===== src/rtl/sap_run_ctrl.sv =====
// ============================================================================
// Module   : sap_run_ctrl
// Purpose  : Load / run / single-step / halt sequencer driving the clock
//            enable and reset of a SAP-style core.
// Revision : 1.0  initial release
// ============================================================================
`default_nettype none

module sap_run_ctrl #(
   parameter int DATA_WIDTH = 8,
   parameter int ADDR_WIDTH = 4,
   parameter int DIV_WIDTH  = 8,
   parameter int CYC_WIDTH  = 16
) (
   input  logic                  i_clk,
   input  logic                  i_reset,
   input  logic                  i_load_valid,
   input  logic [ADDR_WIDTH-1:0] i_load_addr,
   input  logic [DATA_WIDTH-1:0] i_load_data,
   output logic                  o_load_ready,
   input  logic                  i_start,
   input  logic                  i_step,
   input  logic                  i_stop,
   input  logic [DIV_WIDTH-1:0]  i_div,
   input  logic                  i_halt,
   output logic                  o_cpu_reset,
   output logic                  o_clke,
   output logic                  o_prog_we,
   output logic [ADDR_WIDTH-1:0] o_prog_addr,
   output logic [DATA_WIDTH-1:0] o_prog_data,
   output logic [1:0]            o_state,
   output logic [CYC_WIDTH-1:0]  o_cycles,
   output logic                  o_done
);

   localparam logic [1:0] S_IDLE   = 2'd0;
   localparam logic [1:0] S_RUN    = 2'd1;
   localparam logic [1:0] S_PAUSE  = 2'd2;
   localparam logic [1:0] S_HALTED = 2'd3;

   localparam logic [CYC_WIDTH-1:0] c_CYC_ONE = {{(CYC_WIDTH-1){1'b0}}, 1'b1};
   localparam logic [DIV_WIDTH-1:0] c_DIV_ONE = {{(DIV_WIDTH-1){1'b0}}, 1'b1};

   logic [1:0]            r_state;
   logic                  r_cpu_reset;
   logic                  r_clke;
   logic                  r_prog_we;
   logic [ADDR_WIDTH-1:0] r_prog_addr;
   logic [DATA_WIDTH-1:0] r_prog_data;
   logic [CYC_WIDTH-1:0]  r_cycles;
   logic [DIV_WIDTH-1:0]  r_div_cnt;
   logic [DIV_WIDTH-1:0]  r_div_q;
   logic [CYC_WIDTH-1:0]  w_cycles_inc;

   // Pulse counter saturates so long runs never alias back to small values.
   assign w_cycles_inc = (&r_cycles) ? r_cycles : (r_cycles + c_CYC_ONE);

   always_ff @(posedge i_clk or posedge i_reset) begin
      if (i_reset) begin
         r_state     <= S_IDLE;
         r_cpu_reset <= 1'b1;
         r_clke      <= 1'b0;
         r_prog_we   <= 1'b0;
         r_prog_addr <= '0;
         r_prog_data <= '0;
         r_cycles    <= '0;
         r_div_cnt   <= '0;
         r_div_q     <= '0;
      end else begin
         r_prog_we <= 1'b0;
         r_clke    <= 1'b0;
         case (r_state)
            S_IDLE: begin
               if (i_load_valid) begin
                  r_prog_we   <= 1'b1;
                  r_prog_addr <= i_load_addr;
                  r_prog_data <= i_load_data;
               end
               if (!i_stop && (i_start || i_step)) begin
                  r_state     <= i_start ? S_RUN : S_PAUSE;
                  r_cpu_reset <= 1'b0;
                  r_cycles    <= '0;
                  r_div_cnt   <= '0;
                  r_div_q     <= i_div;
               end
            end
            S_RUN: begin
               if (i_stop) begin
                  r_state <= S_PAUSE;
               end else if (i_halt) begin
                  r_state <= S_HALTED;
               end else if (r_div_cnt == r_div_q) begin
                  r_clke    <= 1'b1;
                  r_cycles  <= w_cycles_inc;
                  r_div_cnt <= '0;
               end else begin
                  r_div_cnt <= r_div_cnt + c_DIV_ONE;
               end
            end
            S_PAUSE: begin
               // The divider count is left untouched so a resumed run keeps its phase.
               if (i_stop) begin
                  r_state     <= S_IDLE;
                  r_cpu_reset <= 1'b1;
               end else if (i_halt) begin
                  r_state <= S_HALTED;
               end else if (i_start) begin
                  r_state <= S_RUN;
               end else if (i_step) begin
                  r_clke   <= 1'b1;
                  r_cycles <= w_cycles_inc;
               end
            end
            S_HALTED: begin
               if (i_stop) begin
                  r_state     <= S_IDLE;
                  r_cpu_reset <= 1'b1;
               end
            end
            default: begin
               r_state     <= S_IDLE;
               r_cpu_reset <= 1'b1;
            end
         endcase
      end
   end

   assign o_load_ready = (r_state == S_IDLE);
   assign o_done       = (r_state == S_HALTED);
   assign o_state      = r_state;
   assign o_cpu_reset  = r_cpu_reset;
   assign o_clke       = r_clke;
   assign o_prog_we    = r_prog_we;
   assign o_prog_addr  = r_prog_addr;
   assign o_prog_data  = r_prog_data;
   assign o_cycles     = r_cycles;

endmodule

`default_nettype wire

===== config.mk =====
export PLATFORM = sky130hd
export DESIGN_NAME = sap_run_ctrl
export DESIGN_NICKNAME = d
export VERILOG_FILES = /design/src/rtl/sap_run_ctrl.sv
export SDC_FILE = /design/constraint.sdc
export NUM_CORES = 1
export LEC_CHECK = 0
export BUFFER_PORTS_ARGS = -buffer_cell sky130_fd_sc_hd__buf_4
export CAP_MARGIN = 0
export CORE_ASPECT_RATIO = 0.6
export CORE_MARGIN = 3
export CORE_UTILIZATION = 30
export DETAILED_ROUTE_END_ITERATION = 8
export SYNTH_ARGS = -nofsm -noshare
export SYNTH_HDL_FRONTEND = slang
export SYNTH_SLANG_ARGS = --single-unit

===== constraint.sdc =====
create_clock -name i_clk -period 2.35 [get_ports i_clk]
set_input_delay 0.235 -clock i_clk [delete_from_list [all_inputs] [get_ports i_clk]]
set_output_delay 0.235 -clock i_clk [all_outputs]
set_load 0.005 [all_outputs]

### Word-level counts from Yosys, hierarchy flattened

Cells that the tools add are included.

| storage, ports and cells | value |
|---|---|
| flip-flop bits (word level) | 49 |
| input port bits | 27 |
| output and inout port bits | 35 |

| cells by class | value |
|---|---|
| $add $sub $neg | 2 |
| equal/unequal tests | 16 |
| mux-type cells | 37 |
| reductions and logical operators | 15 |

Operators by type and width:

| operator | number |
|---|---|
| two-way mux 16 bit | 9 |
| one-hot mux 16 bit (3 select lines) | 1 |
| two-way mux 8 bit | 4 |
| adder 16 x 1 -> 16 bit (second input constant) | 1 |
| two-way mux 2 bit | 8 |
| inequality test 2 bit (second input constant) | 8 |
| one-hot mux 8 bit (2 select lines) | 1 |
| AND reduction 16 bit | 1 |
| two-way mux 1 bit | 11 |
| AND reduction 9 bit | 1 |
| adder 8 x 1 -> 8 bit (second input constant) | 1 |
| == test 8 bit | 1 |
| one-hot mux 2 bit (4 select lines) | 1 |
| AND reduction 4 bit | 2 |
| == test 2 bit (second input constant) | 2 |
| inequality test 2 x 1 -> 1 bit (second input constant) | 2 |
| inequality test 4 bit (second input constant) | 1 |
| one-hot mux 1 bit (2 select lines) | 2 |
| AND reduction 2 bit | 2 |
| nonzero test 2 bit | 2 |
| inequality test 3 bit (second input constant) | 1 |
| AND reduction 3 bit | 1 |
| nonzero test 3 bit | 1 |
| == test 2 x 1 -> 1 bit (second input constant) | 1 |
| 5 further kinds | 5 |

### Logic depth before layout (Yosys ltp)

| logic depth | value |
|---|---|
| depth after elaboration | 7 |
| mapped depth | 9 |

### Least setup slack after synthesis

OpenSTA, ideal clock, no wires.

| timing path | value |
|---|---|
| kind | register to register |
| start | reg r_state[1] (netlist: o_state[1]) |
| end | reg r_cycles[5] (netlist: o_cycles[5]) |
| setup time | 0.138 ns |
| data arrival time | 1.715 ns |
| data required time | 2.212 ns |
| path slack | 0.497 ns |
| cell stages (with the launch flop) | 10 |
| buffers on the path | 2 |
| path through | dfrtp_1 -> inv_1 -> ha_1 -> clkbuf_2 -> nor2_1 -> o21bai_1 -> a21o_1 -> clkbuf_1 -> o31ai_1 -> o41ai_1 |

| between the ends | value |
|---|---|
| cells in the longest elaborated chain, start to end | 3 |

Ends and longest elaborated chain:

| what | RTL line | RTL |
|---|---|---|
| from (decl) | 44 | `logic [1:0] r_state;` |
| from (signal assigned) | 80 | `r_state <= i_start ? S_RUN : S_PAUSE;` |
| == test 2 x 1 -> 1 bit (tied with other cells) | 72 | `case (r_state)` |
| inequality test 2 bit (no source line) (tied with other cells) | - |  |
| AND reduction 9 bit (no source line) | - |  |
| to (signal assigned) | 94 | `r_cycles <= w_cycles_inc;` |
| to (signal assigned) | 111 | `r_cycles <= w_cycles_inc;` |
| to (decl) | 50 | `logic [CYC_WIDTH-1:0] r_cycles;` |

Several ways; a longest one is shown, not always the timed one.
A chain may end at the register's enable or synchronous reset.

### Final worst setup path

| timing path | value |
|---|---|
| start | reg r_state[1] (netlist: o_state[1]) |
| end | reg r_cycles[2] (netlist: o_cycles[2]) |

Same word-level chain as after synthesis.

==> flow_summary.toml <==
[timing]
fmax_mhz = 466
setup-tns-final_ns = 0
period_needed_ns = 2.15
finalMaxSlewViolations = 0
hold_viol = 0
finalSetupViolCount = 0
rsz0062_at_grt = "no"
worst_pin_slew_ns = 0.578
slew_headroom_pct = 61.3
skew_ns = 0.00775
whs_ns = 0.169
min_period_over_period_pct = 91.3

[critical_path]
cp_max_fo = 12
crit_slowest_cell = "dfrtp_1"
reg2reg_depth = 7
r2r-end = "o_cycles[2]$_DFFE_PP0P_"
path_cells = "inv_1 -> ha_1 -> nor2_1 -> o21bai_1 -> a21o_1 -> nor2_1 -> a21oi_1"
worstSetupStartpointType = "flop"
cp-end-kind = "flop"
worstPathArrival_ns = 2.30
r2r-start = "o_state[1]$_DFFE_PP0P_"
crit_path_frequent_cell = "nor2_1"
reg2reg_slack_ns = 0.20
critical_path_class = "reg2reg"
required_ns = 2.50
critPathMaxStageDelay_ns = 0.41

[finish]
drive_above_1_share_pct = 32.5
stdcell_area_um2 = 3420
syn_to_final_growth_pct = 26.6
layout.nets = 356
diodes = 0
fin_cells = 435
final_core_util_pct = 39.7

[synthesis]
synth_most_common_cell = "dfrtp_1"
synth_edf_count = 0
yosysSeqAreaShare_pct = 45.5
synth_area_leader_cell = "dfrtp_1"
yosys_most_used_dff = "dfrtp_1"
yosysTopAreaCellShare_pct = 44.5
yosys_warnings = 0
synth_area_leaders = "dfrtp_1 (44%), mux2_2 (8.3%), o31ai_1 (4.4%)"
ys_async_sr_fraction_pct = 100
netlist_area_um2 = 2700
synth_commonest_cells = "dfrtp_1 (48), mux2_2 (20), nand2_1 (20)"
synth_fp_nets = 294
synth_seq_cells = 49
yosysUniqueCellTypes = 50
synthCells = 261
syn_avg_cell_area_um2 = 10.3

[clock_tree]
numCtsBuffers = 5
clk_path_buf_depth = 2
post_cts_resized = 0
cts.clk_slew.worst_paths_ns = 0.07
clock_sinks = 49
post_cts_buffers = 0
root_buffer = "clkbuf_16"
clkLatencyLatePin_ns = 0.29
cts_max_level = 2
cts_tree = "built"

[placed_design]
numPortBuffers = 61
place_area_um2 = 3270
placed_cells = 427
dp_hpwl_mm = 5.31
place.gp.congestion = 0.873

[routing]
viasPerCell = 5.31
drt_first_pass_iters = 4
drt_wl_total_mm = 7.15
drc = 0
drtAntennaViolNets = 0
avgRoutedWirePerCell_um = 16.4
drt_iter0_drc = 207
vias = 2312

[job]
max_cap_violations = 0

[floorplanning]
fp.dieArea_um2 = 10200
initial_core_util_pct = 31.3
core_area_um2 = 8620
die_w_um = 128
die_h_um = 79.5
fp-row-count = 26
pin_count = 62

[run_status]
status = "completed"

[pwr]
vdd.ir_drop.worst_mv = 0.440
p_per_area_nw_per_um2 = 1090
p_leak_nw = 1.50

[min_path]
min_to = "o_prog_data[7]$_DFFE_PP0P_"
hp-class = "in2reg"
holdPathStages = 2
holdCritStartpoint = "i_load_data[7]"

[grt]
grt_pass1_vias = 2129
grt_pass1_wl_mm = 11.3
grt_overflow_total = 0
grt_max_degree = 29
grtUsageTotal_pct = 14.0
antenna_found_initial = 0
[cell type report]
class | count | area (µm²)
multi-input combinational | 189 | 1350
sequential | 49 | 1230
tap | 112 | 140
clock buffer | 5 | 125
fill | 826 | 5200
clock inverter | 2 | 16.3
timing repair buffer | 67 | 518
inverter | 11 | 41.3
[worst max-delay path: cells and delay by family, from the launching register on]
family | cells | cell delay (ns)
AO/OA/AOI/OAI | 3 | 0.58
flip-flops | 1 | 0.41
adder cells (fa/ha/maj) | 1 | 0.30
AND/OR/NAND/NOR | 2 | 0.62
buffers and inverters | 1 | 0.10
[sequential cells by signal (all words and copies together) (netlist names)]
| signal | flops |
|---|---|
| o_prog_data | 8 |
| o_state | 2 |
| o_clke | 1 |
| o_cycles | 16 |
| r_div_cnt | 8 |
| r_div_q | 8 |
| o_prog_addr | 4 |
| o_cpu_reset | 1 |
| o_prog_we | 1 |
[metrics by stage]
stage	total power [mW]	setup slack [ns]
final	3.73	0.204
after floorplan	2.40	0.497
after global routing	3.99	0.0493
after detailed placement	3.01	0.240
after CTS	3.75	0.227
after global placement	2.96	0.354
[per-layer routing]
| layer | global-route usage [%] | wire length (µm) | vias up |
|---|---|---|---|
| li1 | - | - | 1097 |
| met1 | 21.3 | 3670 | 1093 |
| met2 | 18.8 | 2780 | 116 |
| met3 | 4.68 | 657 | 6 |
| met4 | 2.97 | 45 | 0 |
| met5 | 0 | 0 | - |
[cell families (layout without fill, tap and decap cells)]
logic type	after synthesis	count (layout)	share of synthesized area, %
AO/OA/AOI/OAI	77	77	19.4
flip-flops	49	49	45.5
multiplexers	24	24	9.82
adder cells (fa/ha/maj)	6	6	2.78
buffers and inverters	23	85	4.49
XOR/XNOR	8	8	2.60
AND/OR/NAND/NOR	74	74	15.4
[cell usage in the layout, fill, tap and decap left out, types with 4 or more instances in the layout]
cell | synthesis | final
inv_1 | 11 | 10
mux2_2 | 20 | 20
and3_1 | 4 | 4
a31oi_1 | 5 | 5
mux2i_1 | 4 | 4
xnor2_1 | 8 | 8
o41ai_1 | 4 | 4
clkbuf_16 | 0 | 5
nand3_1 | 9 | 9
nand4_1 | 7 | 7
nand2_1 | 20 | 20
buf_4 | 0 | 65
o21ai_0 | 16 | 16
ha_1 | 6 | 6
o31ai_1 | 16 | 16
a21oi_1 | 13 | 13
dfrtp_1 | 48 | 48
nor2_1 | 13 | 13
[worst max-delay path by stage]
stage               slack [ns]                        to  depth (start not counted)                      from
finish                    0.20   o_cycles[2]$_DFFE_PP0P_                          7    o_state[1]$_DFFE_PP0P_
global route              0.05   o_cycles[7]$_DFFE_PP0P_                          7    o_state[1]$_DFFE_PP0P_
CTS                       0.23  r_div_cnt[5]$_DFFE_PP0P_                          6    o_state[0]$_DFFE_PP0P_
detailed placement        0.24  r_div_cnt[5]$_DFFE_PP0P_                          6    o_state[0]$_DFFE_PP0P_
global placement          0.35  o_cycles[11]$_DFFE_PP0P_                          6  r_div_cnt[3]$_DFFE_PP0P_
floorplan                 0.50   o_cycles[5]$_DFFE_PP0P_                          9    o_state[1]$_DFFE_PP0P_
[where the power goes]
| group | switching, mW | internal [mW] |
|---|---|---|
| clock | 0.334 | 0.391 |
| sequential | 0.188 | 1.09 |
| combinational | 0.912 | 0.812 |
[repair_timing]
action,4_1_cts,5_1_grt
endpoints found under the hold margin,3,0
hold buffers,1,0
endpoints found under the setup margin,0,0
Power figures use the tool's default switching activity.
